`config.mk`:
```
export PLATFORM = sky130hd
export DESIGN_NAME = delay_tap_ctrl
export DESIGN_NICKNAME = d
export VERILOG_FILES = /design/src/rtl/delay_tap_pkg.sv /design/src/rtl/delay_tap_mux.sv /design/src/rtl/delay_tap_ctrl.sv
export SDC_FILE = /design/constraint.sdc
export NUM_CORES = 1
export LEC_CHECK = 0
export ABC_AREA = 1
export ABC_CLOCK_PERIOD_IN_PS = 4340
export BUFFER_PORTS_ARGS = -buffer_cell sky130_fd_sc_hd__buf_2
export CORE_UTILIZATION = 28
export CTS_BUF_LIST = sky130_fd_sc_hd__clkbuf_2 sky130_fd_sc_hd__clkbuf_4 sky130_fd_sc_hd__clkbuf_8
export CTS_CLUSTER_SIZE = 16
export DETAILED_ROUTE_END_ITERATION = 6
export SLEW_MARGIN = 20
export SYNTH_ARGS = -nofsm -noshare
export SYNTH_HDL_FRONTEND = slang
export SYNTH_HIERARCHICAL = 1
export SYNTH_SLANG_ARGS = --single-unit
```
`constraint.sdc`:
```
create_clock -name clk -period 4.34 [get_ports clk]
set_input_delay 0.868 -clock clk [delete_from_list [all_inputs] [get_ports clk]]
set_output_delay 0.868 -clock clk [all_outputs]
set_load 0.005 [all_outputs]
```
`src/rtl/delay_tap_pkg.sv`:
```
// delay_tap_pkg: shared state encoding and tap depth table for delay_tap_ctrl
package delay_tap_pkg;
   typedef enum logic [1:0] {ST_CLEAR = 2'd0, ST_FILL = 2'd1, ST_RUN = 2'd2} state_t;
   localparam int MAX_DELAY = 90;
   function automatic int DELAY_TABLE(input int i, input int d0, input int d1, input int d2, input int d3);
      return (i == 0) ? d0 : (i == 1) ? d1 : (i == 2) ? d2 : d3;
   endfunction
endpackage

```
`src/rtl/delay_tap_mux.sv`:
```
// delay_tap_mux: registered NUM_TAPS:1 output mux with valid qualification
module delay_tap_mux #(
   parameter int NUM_TAPS = 4,
   parameter int DATA_W = 8
) (
   input  logic                         clk,
   input  logic                         rst,
   input  logic                         adv,
   input  logic                         qual,
   input  logic [1:0]                   sel,
   input  logic [NUM_TAPS*DATA_W-1:0]   tap_data,
   output logic [DATA_W-1:0]            out_data,
   output logic                         out_valid
);
   logic adv_d;
   logic [DATA_W-1:0] pick;
   assign pick = tap_data[int'(sel)*DATA_W +: DATA_W];
   // Wait one cycle after an advance so the shifted tap is sampled; unqualified data reads as zero
   always_ff @(posedge clk) begin
      if (rst) begin
         adv_d <= 1'b0;
         out_valid <= 1'b0;
         out_data <= '0;
      end else begin
         adv_d <= adv;
         out_valid <= adv_d & qual;
         out_data <= (adv_d & qual) ? pick : '0;
      end
   end
endmodule

```
`src/rtl/delay_tap_ctrl.sv`:
```
// delay_tap_ctrl: clear/fill/run sequencer and tap selector for a bank of delay lines (optional DELAY_TAP_SWITCH_BLANK_EN)
module delay_tap_ctrl
   import delay_tap_pkg::*;
#(
   parameter int NUM_TAPS = 4,
   parameter int DATA_W = 8,
   parameter int DELAY0 = 30,
   parameter int DELAY1 = 45,
   parameter int DELAY2 = 60,
   parameter int DELAY3 = MAX_DELAY,
   parameter int CNT_W = 7,
   parameter int GAP = 4
) (
   input  logic                         clk,
   input  logic                         rst,
   input  logic                         in_valid,
   input  logic [NUM_TAPS*DATA_W-1:0]   tap_data,
   input  logic                         cfg_valid,
   input  logic [1:0]                   cfg_sel,
   input  logic                         cfg_clr,
   output logic                         cfg_ready,
   output logic                         cfg_err,
   output logic                         line_en,
   output logic                         line_clr,
   output logic [DATA_W-1:0]            out_data,
   output logic                         out_valid,
   output logic [1:0]                   sel_cur,
   output logic                         busy
);
   localparam logic [CNT_W-1:0] MAX_CNT = CNT_W'(DELAY3);
   state_t state;
   logic [CNT_W-1:0] fill_cnt, fill_nxt;
   logic [1:0] sel_nxt;
   logic accept, sel_ok, qual, adv_q;

   function automatic logic [CNT_W-1:0] depth(input logic [1:0] s);
      return CNT_W'(DELAY_TABLE(int'(s), DELAY0, DELAY1, DELAY2, DELAY3));
   endfunction

   assign cfg_ready = (state != ST_CLEAR);
   assign line_clr = (state == ST_CLEAR);
   assign line_en = in_valid & cfg_ready;
   assign accept = cfg_valid & cfg_ready;
   assign sel_ok = int'(cfg_sel) < NUM_TAPS;
   assign sel_nxt = (accept & sel_ok) ? cfg_sel : sel_cur;
   assign fill_nxt = (line_en && fill_cnt < MAX_CNT) ? fill_cnt + CNT_W'(1) : fill_cnt;
   assign qual = fill_cnt >= depth(sel_cur);

`ifdef DELAY_TAP_SWITCH_BLANK_EN
   localparam int BW = $clog2(GAP + 1);
   logic [BW-1:0] blank_cnt;
   logic sw;
   assign sw = accept & sel_ok & (cfg_sel != sel_cur);
   assign adv_q = line_en & ~sw & (blank_cnt == '0);
   assign busy = (state != ST_RUN) | (blank_cnt != '0);
   // Suppress output for the first GAP advances after a tap change; the switch-cycle advance counts as one
   always_ff @(posedge clk) begin
      if (rst || state == ST_CLEAR) blank_cnt <= '0;
      else if (sw) blank_cnt <= BW'(line_en ? GAP - 1 : GAP);
      else if (line_en && blank_cnt != '0) blank_cnt <= blank_cnt - BW'(1);
   end
`else
   assign adv_q = line_en;
   assign busy = (state != ST_RUN);
`endif

   // Sequence clear/fill/run, track fill level since clear and apply accepted tap requests
   always_ff @(posedge clk) begin
      if (rst) begin
         state <= ST_CLEAR;
         sel_cur <= '0;
         fill_cnt <= '0;
         cfg_err <= 1'b0;
      end else begin
         cfg_err <= accept & ~sel_ok;
         sel_cur <= sel_nxt;
         fill_cnt <= (state == ST_CLEAR) ? '0 : fill_nxt;
         state <= (state == ST_CLEAR) ? ST_FILL :
                  (accept & sel_ok & cfg_clr) ? ST_CLEAR :
                  (fill_nxt >= depth(sel_nxt)) ? ST_RUN : ST_FILL;
      end
   end

   delay_tap_mux #(.NUM_TAPS(NUM_TAPS), .DATA_W(DATA_W)) u_mux (
      .clk(clk),
      .rst(rst),
      .adv(adv_q),
      .qual(qual),
      .sel(sel_cur),
      .tap_data(tap_data),
      .out_data(out_data),
      .out_valid(out_valid)
   );
endmodule

```
==> out/metrics.yaml, run 1 <==
clkLatencyLatePin_ns: 0.26
rows: 26
die-area_um2: 5902
use_met3_pct: 4.048
io_pins: 55
port_buffers: 53
drt-wirelength-per-cell_um: 10.07
critPathMaxFanout: 21
postCtsSetupRepairBufs: 0
hold_buffers: 0
async_flop_share_pct: 0
fin_nets: 353
ant_nets: 0
viasPerCell: 4.178
die_height_um: 76.83
finClkSkew_ns: 0.003474
p_leak_nw: 1.134
whs_ns: 0.5690
cts_max_path_buffers: 2
ir_drop_mv: 0.1607
worst_pin_slew_ns: 0.7597
fp.dieW_um: 76.83
final_hold_viol_count: 0
finalSetupTns_ns: 0
core_um2: 5238
dpl.hpwl_mm: 2.850
rsz0062_at_grt: "no"
syn_nets: 300
cts_root_buffer: "clkbuf_8"
crit_required_ns: 4.48
synthTopCellsByArea: "dfxtp_1, inv_1, nand2_1, ha_1, nand3_1"
ys_types: 28
power_per_cell_area_nw_per_um2: 222.5
yosysMostFrequentCell: "inv_1"
ys_warn_count: 6
cts_tree: "built"
vias: 1529
worst_setup_path_start_kind: "flip-flop"
slew_headroom_pct: 49.29
path_class: "flip-flop to flip-flop"
period_needed_ns: 2.536
synth_cells: 244
track_usage_pct: 13.34
drive_gt1_share_pct: 22.64
grt_busiest_layer: "met2"
synth_area_um2: 1568
n_antenna_cell: 0
synth_top_area_share_pct: 26.82
drt-initial-drc-count: 41
rrSetupSlack_ns: 1.80
use_met1_pct: 16.82
first_pass_iters: 5
syn_to_final_growth_pct: 22.91
drv_slew: 0
grt_antenna_before_repair: 0
fillers: 587
synth_edf_count: 0
grt_pass1_wl_mm: 6.437
syn_area_per_cell_um2: 6.425
initial_core_util_pct: 29.93
ys_seq_area_share_pct: 26.82
hold_class: "flip-flop to flip-flop"
drcViolationCount: 0
cts.clk_slew.worst_paths_ns: 0.08
gr-total-overflow: 0
ys_top_cells_by_count: "inv_1, nand2_1, nand3_1"
clkSinkCount: 21
routed_wl_mm: 3.686
maxCapViolCount: 0
final-setup-viol-count: 0
grt.met2_usage_pct: 22.95
ys.flop_type: "dfxtp_1"
cts-resized-gates: 0
period_share_pct: 58.44
synth_largest_area_cell: "dfxtp_1"
numCtsBuffers: 3
ys_ff_latch: 21
h-tree-depth: 1
status: "completed"
place_congestion: 0.7991
fmax_mhz: 394.3
grt_pass1_vias: 1489
grt_start_max_net_pins: 22
critPathArrivalTime_ns: 2.67
crit_path_end_kind: "flip-flop"
## logic make-up (layout without fill, tap and decap cells)
| group | count (synthesis) | after routing | synth area share (%) |
|---|---|---|---|
| flops | 21 | 21 | 26.82 |
| fa+ha+maj | 17 | 17 | 13.57 |
| buf+inv | 72 | 124 | 18.91 |
| simple gates | 103 | 103 | 28.73 |
| xor+xnor | 4 | 4 | 2.714 |
| other cells | 1 | 1 | 0.2392 |
| compound gates | 26 | 26 | 9.019 |
## flip-flops by register name, summed over array words and instances, names as in the netlist
| name | cells |
|---|---|
| state | 2 |
| u_mux/out_data | 8 |
| sel_cur | 2 |
| fill_cnt | 7 |
| u_mux/adv_d | 1 |
| u_mux/out_valid | 1 |
## final timing paths
| kind | from | to | cells after the start |
|---|---|---|---|
| worst max register to register | sel_cur[0]$_SDFF_PP0_ | u_mux/out_data[1]$_SDFF_PP0_ | 10 |
| worst min register to register | fill_cnt[3]$_SDFF_PP0_ | fill_cnt[3]$_SDFF_PP0_ | 2 |
| worst min-delay path | fill_cnt[3]$_SDFF_PP0_ | fill_cnt[3]$_SDFF_PP0_ | 2 |
| worst max-delay path | sel_cur[0]$_SDFF_PP0_ | u_mux/out_data[1]$_SDFF_PP0_ | 10 |
## area by class of cell
class	count	area, um^2	area share, %
Multi-Input combinational cell	151	850.8	44.16
Inverter	67	254.0	13.18
Tap cell	70	87.58	4.545
Timing Repair Buffer	53	265.3	13.77
Clock buffer	4	48.80	2.532
Sequential cell	21	420.4	21.82
## cell usage in the layout, fill, tap and decap left out
cell type	instances
a21o_1	1
xnor2_1	1
clkbuf_4	1
a21oi_1	16
nor2_1	12
a211oi_1	1
clkbuf_8	3
or2_1	1
inv_1	64
ha_1	17
nor2_2	1
nand2_2	3
xor2_2	1
o21ai_0	5
nor2_4	1
inv_4	1
dfxtp_1	21
conb_1	1
o21ai_1	1
nand2_4	1
xor2_1	2
inv_2	2
nand3_1	23
buf_2	53
o211ai_1	1
nand4_1	3
nand2_1	58
a221oi_1	1
## power breakdown
part / internal, mW / switching [mW] / total (mW)
logic: 0.0395 / 0.0490 / 0.0885
clock network: 0.0717 / 0.0646 / 0.136
registers: 0.196 / 0.00815 / 0.204
## metrics by stage
step | area (um^2) | setup slack, ns | power (mW) | util, % | cells
floorplan | 1568 | 1.832 | 0.2674 | - | 244
global placement | 1878 | 1.645 | 0.2955 | 35.86 | 362
detailed placement | 1878 | 1.584 | 0.2974 | 35.86 | 362
CTS | 1927 | 1.774 | 0.4364 | 36.79 | 366
global route | 1927 | 1.473 | 0.4607 | 36.79 | 366
finish | 1927 | 1.804 | 0.4288 | 36.79 | 366
## critical path: stages (launching register included)
cell and delay [ns]:
dfxtp_1 0.82, ha_1 0.37, ha_1 0.30, nand2_1 0.07, inv_1 0.05, a221oi_1 0.23
o211ai_1 0.13, inv_1 0.07, nor2_1 0.04, nand2_1 0.25, a21oi_1 0.08
## layer usage
layer	vias to the layer above	share of wire (%)
met5	-	0
met4	0	0.38
met3	2	7.0
met2	45	42
met1	646	51
li1	836	-
No activity file was read; power rests on OpenSTA's default activity.
==> run 2: changes to the inputs <==
--- a/config.mk
+++ b/config.mk
@@ -5,8 +5,8 @@
 export SDC_FILE = /design/constraint.sdc
 export NUM_CORES = 1
 export LEC_CHECK = 0
-export ABC_AREA = 1
-export ABC_CLOCK_PERIOD_IN_PS = 4340
+export ABC_AREA = 0
+export ABC_CLOCK_PERIOD_IN_PS = 2200
 export BUFFER_PORTS_ARGS = -buffer_cell sky130_fd_sc_hd__buf_2
 export CORE_UTILIZATION = 28
 export CTS_BUF_LIST = sky130_fd_sc_hd__clkbuf_2 sky130_fd_sc_hd__clkbuf_4 sky130_fd_sc_hd__clkbuf_8
==> constraint.sdc (replaced) <==
create_clock -name clk -period 2.2 [get_ports clk]
set_input_delay 0.44 -clock clk [delete_from_list [all_inputs] [get_ports clk]]
set_output_delay 0.44 -clock clk [all_outputs]
set_load 0.005 [all_outputs]
==> run 2 against run 1 <==
Net effect: first-iteration DRC count is 24% lower; clock power is 93% higher; synthesized cell count down 43%; via count is 16% lower; routed wire length fell by 12%; fmax is 18% higher; setup slack got worse by 1.8 ns; sequential share of layout area down 0.30 points; global-route usage is 0.53 points lower; critical path depth shrank 1; area after synthesis fell by 12%; critical endpoint is now state[0]$_SDFF_PP0_; largest cell class unchanged; highest routed layer unchanged.
==> out/metrics.yaml, run 2 <==
status: "completed"
track_usage_pct: 12.80  # -0.53 points
initial_core_util_pct: 29.14  # -0.79 points
io_pins: 55  # unchanged
core_um2: 4723  # -9.8%
n_antenna_cell: 0  # unchanged
rrSetupSlack_ns: 0.05  # -1.75 ns
finClkSkew_ns: 0.0007060  # -0.002768 ns
dpl.hpwl_mm: 2.685  # -5.8%
viasPerCell: 4.557  # +9.1%
period_needed_ns: 2.150  # -0.3862 ns
rr_worst_depth: 9  # -1
synth_largest_area_cell: "dfxtp_1"
synthMuxAreaShare_pct: 14.00  # +14 points
drt-wirelength-per-cell_um: 11.53  # +15%
vias: 1285  # -16%
largest_reg_flops: 8  # unchanged
crit_chain: "o2111ai_4 -> nand3_4 -> or4_4 -> nand2_4 -> ha_4 -> a21o_1 -> a21oi_2 -> nand2_1 -> o221ai_1"
cpLargestDelayFamily: "simple AND/OR/NAND/NOR gates"
top_register: "u_mux/out_data"
drv_slew: 0  # unchanged
p_leak_nw: 0.9735  # -14%
ys_ff_latch: 21  # unchanged
fillers: 470  # -20%
synth_cells: 140  # -43%
ir_drop_mv: 0.2251  # +40%
crit_buf_inv: 0  # -2
synth-xor-area-share_pct: 1.909  # -0.80 points
min_to: "u_mux/out_data[5]$_SDFF_PP0_"
ys_seq_area_share_pct: 30.55  # +3.7 points
cts_root_buffer: "clkbuf_8"
critPathMaxFanout: 4  # -81%
port_buffers: 53  # unchanged
rsz0062_at_grt: "yes"
period_share_pct: 97.74  # +39 points
synth_top_family_by_area: "compound AO/OA/AOI/OAI gates"
hold_class: "input port to flip-flop"
h-tree-depth: 1  # unchanged
final_cell_mix: "buf_2, buf_4, mux2i_1, dfxtp_1, ha_1"
cts_max_path_buffers: 2  # unchanged
largestRegisters: "u_mux/out_data x8, fill_cnt x7"
grt_pass1_wl_mm: 5.306  # -18%
drcViolationCount: 0  # unchanged
synth_edf_count: 0  # unchanged
synthSimpleGateAreaFrac_pct: 15.82  # -13 points
maxCapViolCount: 0  # unchanged
final-setup-viol-count: 0  # unchanged
grt_start_max_net_pins: 17  # -23%
final_hold_viol_count: 0  # unchanged
total_power_mw: 0.8630  # +100%
cts_tree: "built"
slowest_stage: "or4_4"
ys_top_cells_by_count: "dfxtp_1, ha_1, mux2i_1"
power_per_cell_area_nw_per_um2: 436.5  # +96%
placement.setup.worst_slack_ns: -0.05524  # -1.639 ns
synthTopCellsByArea: "dfxtp_1, ha_1, mux2i_1, o22ai_1, nor2b_1"
fmax_mhz: 465.1  # +18%
crit_cells: 9  # -1
synth_top_area_share_pct: 30.55  # +3.7 points
hold_start: "tap_data[13]"
syn_to_final_growth_pct: 43.64
grt_antenna_before_repair: 0  # unchanged
cp_slowest_stage_delay_ns: 0.57  # -0.25 ns
synth_area_um2: 1376  # -12%
yosysMostFrequentCell: "dfxtp_1"
synth_fa_ha_area_share_pct: 15.45  # +1.9 points
async_flop_share_pct: 0  # unchanged
layout_commonest_cell: "buf_2"
grt_pass1_vias: 1146  # -23%
worst_slack_ns: 0.04975  # -1.754 ns
syn_area_per_cell_um2: 9.831  # +53%
die-area_um2: 5200  # -12%
die_height_um: 72.11  # -6.1%
numCtsBuffers: 3  # unchanged
gr-total-overflow: 0  # unchanged
drive_gt1_share_pct: 47.44  # +25 points
rr_endpoint: "state[0]$_SDFF_PP0_"
drt-initial-drc-count: 31  # -24%
place_congestion: 0.7869  # -1.5%
path_class: "flip-flop to flip-flop"
fp.dieW_um: 72.11  # -6.1%
ys_warn_count: 6  # unchanged
clkSinkCount: 21  # unchanged
ant_nets: 0  # unchanged
critPathArrivalTime_ns: 2.33  # -0.34 ns
cts.clk_slew.worst_paths_ns: 0.07  # about the same
routed_wl_mm: 3.252  # -12%
crit_required_ns: 2.38  # -2.10 ns
hold_path_depth: 3  # +1
reg2reg_from: "fill_cnt[2]$_SDFF_PP0_"
crit_path_end_kind: "flip-flop"
rows: 25  # -3.8%
syn_nets: 196  # -35%
ys.flop_type: "dfxtp_1"
clkLatencyLatePin_ns: 0.26  # about the same
fin_nets: 272  # -23%
ys_types: 40  # +43%
worst_setup_path_start_kind: "flip-flop"
synth_compound_area_share_pct: 16.18  # +7.2 points
first_pass_iters: 4  # -1
run 2: cell types whose count changed after synthesis, sizes merged, moves of 3 or more:
| cell | change |
|---|---|
| o31ai | +3 |
| nor2 | -11 |
| nor2b | +7 |
| inv | -57 |
| nand3 | -19 |
| nand2 | -56 |
| o22ai | +8 |
| nand2b | +3 |
| mux2i | +17 |
| o21ai | -4 |
| a21oi | -12 |
| xor2 | -3 |
run 2: final cells by class:
type | count | area, um^2 | share of cell area [%]
inverters | 10 | 37.54 | 1.899
well taps | 67 | 83.83 | 4.240
repair buffers | 75 | 430.4 | 21.77
clock buffers | 4 | 48.80 | 2.468
multi-input cells | 105 | 950.9 | 48.10
flip-flops and latches | 21 | 425.4 | 21.52
run 2: what timing repair did:
item / in CTS / in global routing
endpoints found under the setup margin: 2 / 10
gates resized for setup: 4 / 12
hold buffers: 0 / 0
pin swaps: 2 / 7
setup buffers: 0 / 2
gates cloned: 0 / 0
run 2: where the power goes:
part           leakage, nW  total, mW  switching [mW]  internal [mW]
combinational        0.776      0.206          0.0922          0.114
clock               0.0262      0.263           0.121          0.141
sequential           0.171      0.394         0.00636          0.388
total                0.973      0.863           0.220          0.643
run 2: worst max-delay path by stage:
stage	startpoint	endpoint
after floorplan	state[1]$_SDFF_PP0_	state[0]$_SDFF_PP0_
after global placement	in_valid	state[0]$_SDFF_PP0_
after detailed placement	in_valid	state[0]$_SDFF_PP0_
after CTS	sel_cur[1]$_SDFF_PP0_	u_mux/out_data[1]$_SDFF_PP0_
after global routing	fill_cnt[2]$_SDFF_PP0_	state[0]$_SDFF_PP0_
final	fill_cnt[2]$_SDFF_PP0_	state[0]$_SDFF_PP0_
run 2: worst register-to-register path: cells and delay by family, from the launching register on:
kind                     cells  cell delay, ns
adder cells (fa/ha/maj)      1            0.20
AO/OA/AOI/OAI                4            0.69
flip-flops                   1            0.34
AND/OR/NAND/NOR              4            0.86
run 2: kinds of logic (layout without fill, tap and decap cells):
logic type               Yosys count  after routing
other                              1              1
flip-flops                        21             21
AO/OA/AOI/OAI                     30             30
XOR/XNOR                           3              3
adder cells (fa/ha/maj)           17             17
multiplexers                      19             19
AND/OR/NAND/NOR                   35             35
buffers and inverters             14             89
run 2: metal layers:
metal  track usage, %  vias to the layer above  share of wire, %
li1                 -                      666                 -
met1            17.66                      597                48
met2            20.77                       20                49
met3            2.083                        2               2.6
met4            3.268                        0              0.89
met5                0                        -                 0
run 2: metrics by stage:
stage / hold WS, ns / TNS [ns] / cell area, um^2 / util [%] / std cells
after global placement: 0.5185 / -0.05072 / 1842 / 38.99 / 276
final: 0.4560 / 0 / 1977 / 41.85 / 282
after CTS: 0.4506 / 0 / 1914 / 40.53 / 280
after global routing: 0.4468 / -0.2059 / 1977 / 41.85 / 282
after floorplan: 0.4838 / 0 / 1385 / - / 140
after detailed placement: 0.5234 / -0.07112 / 1842 / 38.99 / 276
==> run 3: changes to the inputs <==
--- a/config.mk
+++ b/config.mk
@@ -5,14 +5,14 @@
 export SDC_FILE = /design/constraint.sdc
 export NUM_CORES = 1
 export LEC_CHECK = 0
-export ABC_AREA = 0
+export ABC_AREA = 1
 export ABC_CLOCK_PERIOD_IN_PS = 2200
 export BUFFER_PORTS_ARGS = -buffer_cell sky130_fd_sc_hd__buf_2
 export CORE_UTILIZATION = 28
 export CTS_BUF_LIST = sky130_fd_sc_hd__clkbuf_2 sky130_fd_sc_hd__clkbuf_4 sky130_fd_sc_hd__clkbuf_8
+export CTS_CLUSTER_DIAMETER = 30
 export CTS_CLUSTER_SIZE = 16
 export DETAILED_ROUTE_END_ITERATION = 6
-export SLEW_MARGIN = 20
 export SYNTH_ARGS = -nofsm -noshare
 export SYNTH_HDL_FRONTEND = slang
 export SYNTH_HIERARCHICAL = 1
==> run 3 against run 2 <==
Net effect: sequential share of layout area fell by 1.6 points; clock skew increased by 0.00091 ns; combinational power is 16% higher; register-to-register slack better by 0.04 ns; largest power group unchanged; highest routed layer unchanged; worst hold slack lost 0.035 ns; first-iteration DRC count is 110% higher.
==> out/metrics.yaml, run 3 (synthesized netlist as in run 1, its figures left out) <==
status: "completed"
viasPerCell: 4.142  # -9.1%
grt_pass1_wl_mm: 6.486  # +22%
worst_setup_path_start_kind: "flip-flop"
p_leak_nw: 1.196  # +23%
fp.dieW_um: 76.83  # +6.5%
largest_reg_flops: 8  # unchanged
drv_slew: 0  # unchanged
grt_pass1_vias: 1456  # +27%
fillers: 559  # +19%
hold_class: "input port to flip-flop"
numCtsBuffers: 3  # unchanged
final_cell_mix: "inv_1, nand2_1, buf_2, nand3_1, dfxtp_1"
h-tree-depth: 1  # unchanged
die_height_um: 76.83  # +6.5%
drt-initial-drc-count: 64  # +110%
swShare_pct: 30.78  # +5.3 points
power_frac_comb_pct: 26.6  # +2.7 points
rsz0062_at_grt: "yes"
total_power_mw: 0.8993  # +4.2%
power_per_cell_area_nw_per_um2: 423.8  # -2.9%
pwr-share-clk_pct: 29.7  # -0.7 points
period_share_pct: 95.78  # -2.0 points
place_congestion: 0.8108  # +3.0%
core_um2: 5238  # +11%
critPathMaxFanout: 3  # -1
cts_max_path_buffers: 2  # unchanged
layoutNonFillerInstCount: 379  # +34%
top_register: "u_mux/out_data"
crit_required_ns: 2.41  # +0.03 ns
routed_wl_mm: 3.987  # +23%
clkLatencyLatePin_ns: 0.27  # about the same
largestRegisters: "u_mux/out_data x8, fill_cnt x7"
path_class: "flip-flop to flip-flop"
ant_nets: 0  # unchanged
port_buffers: 53  # unchanged
maxCapViolCount: 0  # unchanged
vias: 1570  # +22%
internal_power_mw: 0.6225  # -3.2%
rows: 26  # +4.0%
gr-total-overflow: 0  # unchanged
grt_start_max_net_pins: 19  # +2
seqPwrFrac_pct: 43.7  # -2.0 points
drt-wirelength-per-cell_um: 10.52  # -8.8%
hold_buffers: 0  # unchanged
period_needed_ns: 2.107  # -0.04300 ns
die-area_um2: 5902  # +14%
fin_nets: 366  # +35%
crit_path_end_kind: "flip-flop"
first_pass_iters: 4  # unchanged
cts_root_buffer: "clkbuf_8"
final_hold_viol_count: 0  # unchanged
power.net_switching_mw: 0.2768  # +26%
cts.clk_slew.worst_paths_ns: 0.08  # about the same
dpl.hpwl_mm: 2.988  # +11%
io_pins: 55  # unchanged
cts_tree: "built"
syn_to_final_growth_pct: 35.36
final-setup-viol-count: 0  # unchanged
track_usage_pct: 13.52  # +0.72 points
fmax_mhz: 474.6  # +2.0%
initial_core_util_pct: 29.93  # +0.79 points
critPathArrivalTime_ns: 2.31  # -0.02 ns
grt_antenna_before_repair: 0  # unchanged
drcViolationCount: 0  # unchanged
finClkSkew_ns: 0.001614  # +0.0009083 ns
drive_gt1_share_pct: 32.36  # -15 points
clkSinkCount: 21  # unchanged
dp.cells: 374  # +36%
ir_drop_mv: 0.2964  # +32%
layout_commonest_cell: "inv_1"
n_antenna_cell: 0  # unchanged
## run 3: cell types whose count changed in the layout (fill, tap and decap cells not counted), moves of 9 or more
cell	previous run	this run
buf_4	22	12
inv_1	9	62
nand2_1	4	56
a21oi_1	3	12
mux2i_1	17	0
nand3_1	3	23
## run 3: area by class of cell
class | instances | area (um^2) | area share (%)
tap | 70 | 87.58 | 4.127
clock inverter | 1 | 5.005 | 0.2358
sequential | 21 | 422.9 | 19.93
inverter | 67 | 254.0 | 11.97
multi-input combinational | 152 | 955.9 | 45.05
clock buffer | 3 | 41.29 | 1.946
timing repair buffer | 65 | 355.3 | 16.75
## run 3: worst paths after layout
check | startpoint | to | slack, ns | cells past startpoint
hold reg to reg | u_mux/adv_d$_SDFF_PP0_ | u_mux/out_data[6]$_SDFF_PP0_ | 0.53 | 2
setup / recovery | state[0]$_SDFF_PP0_ | state[1]$_SDFF_PP0_ | 0.09 | 16
setup reg to reg | state[0]$_SDFF_PP0_ | state[1]$_SDFF_PP0_ | 0.09 | 16
hold / removal | rst | u_mux/adv_d$_SDFF_PP0_ | 0.42 | 2
## run 3: repair_timing
action	4_1_cts	5_1_grt
gates resized for setup	0	24
endpoints found under the hold margin	0	0
setup endpoints to repair	0	11
setup buffers	0	0
## run 3: through the flow
step	hold WS [ns]	setup WS, ns	area (um^2)	TNS [ns]	util, %
2_1_floorplan	0.5082	0.01278	1570	0	-
5_1_grt	0.4165	-0.04986	2122	-0.07436	40.52
6_report	0.4207	0.09275	2122	0	40.52
3_5_place_dp	0.5611	-0.05703	1971	-0.1059	37.63
3_3_place_gp	0.5517	-0.02321	1971	-0.02559	37.63
4_1_cts	0.4033	0.0005209	2017	0	38.51
## run 3: layer usage
metal | wire length (um) | vias to the layer above | GRT usage (%)
li1 | - | 867 | -
met1 | 1982 | 646 | 18.14
met2 | 1709 | 53 | 21.16
met3 | 253 | 4 | 3.690
met4 | 42 | 0 | 3.462
met5 | 0 | - | 0
## run 3: worst max-delay path: stages, from the launching register on
cell and delay, ns:
dfxtp_2 0.35, nor2_4 0.11, inv_2 0.05, nand2_2 0.06
inv_1 0.05, or2_1 0.21, o21ai_2 0.08, inv_2 0.08
ha_4 0.28, inv_1 0.06, ha_4 0.26, nand3_1 0.08
a21oi_2 0.10, nand2_1 0.07, nand2_2 0.08, nand2_1 0.05
nor2_1 0.07
## run 3: power by group through the flow
stage	Clock, mW	Sequential, mW	Combinational (mW)
6_report	0.267	0.393	0.239
5_1_grt	0.295	0.394	0.272
4_1_cts	0.277	0.392	0.202
3_5_place_dp	0	0.401	0.200
3_3_place_gp	0	0.401	0.199
2_1_floorplan	0	0.401	0.127
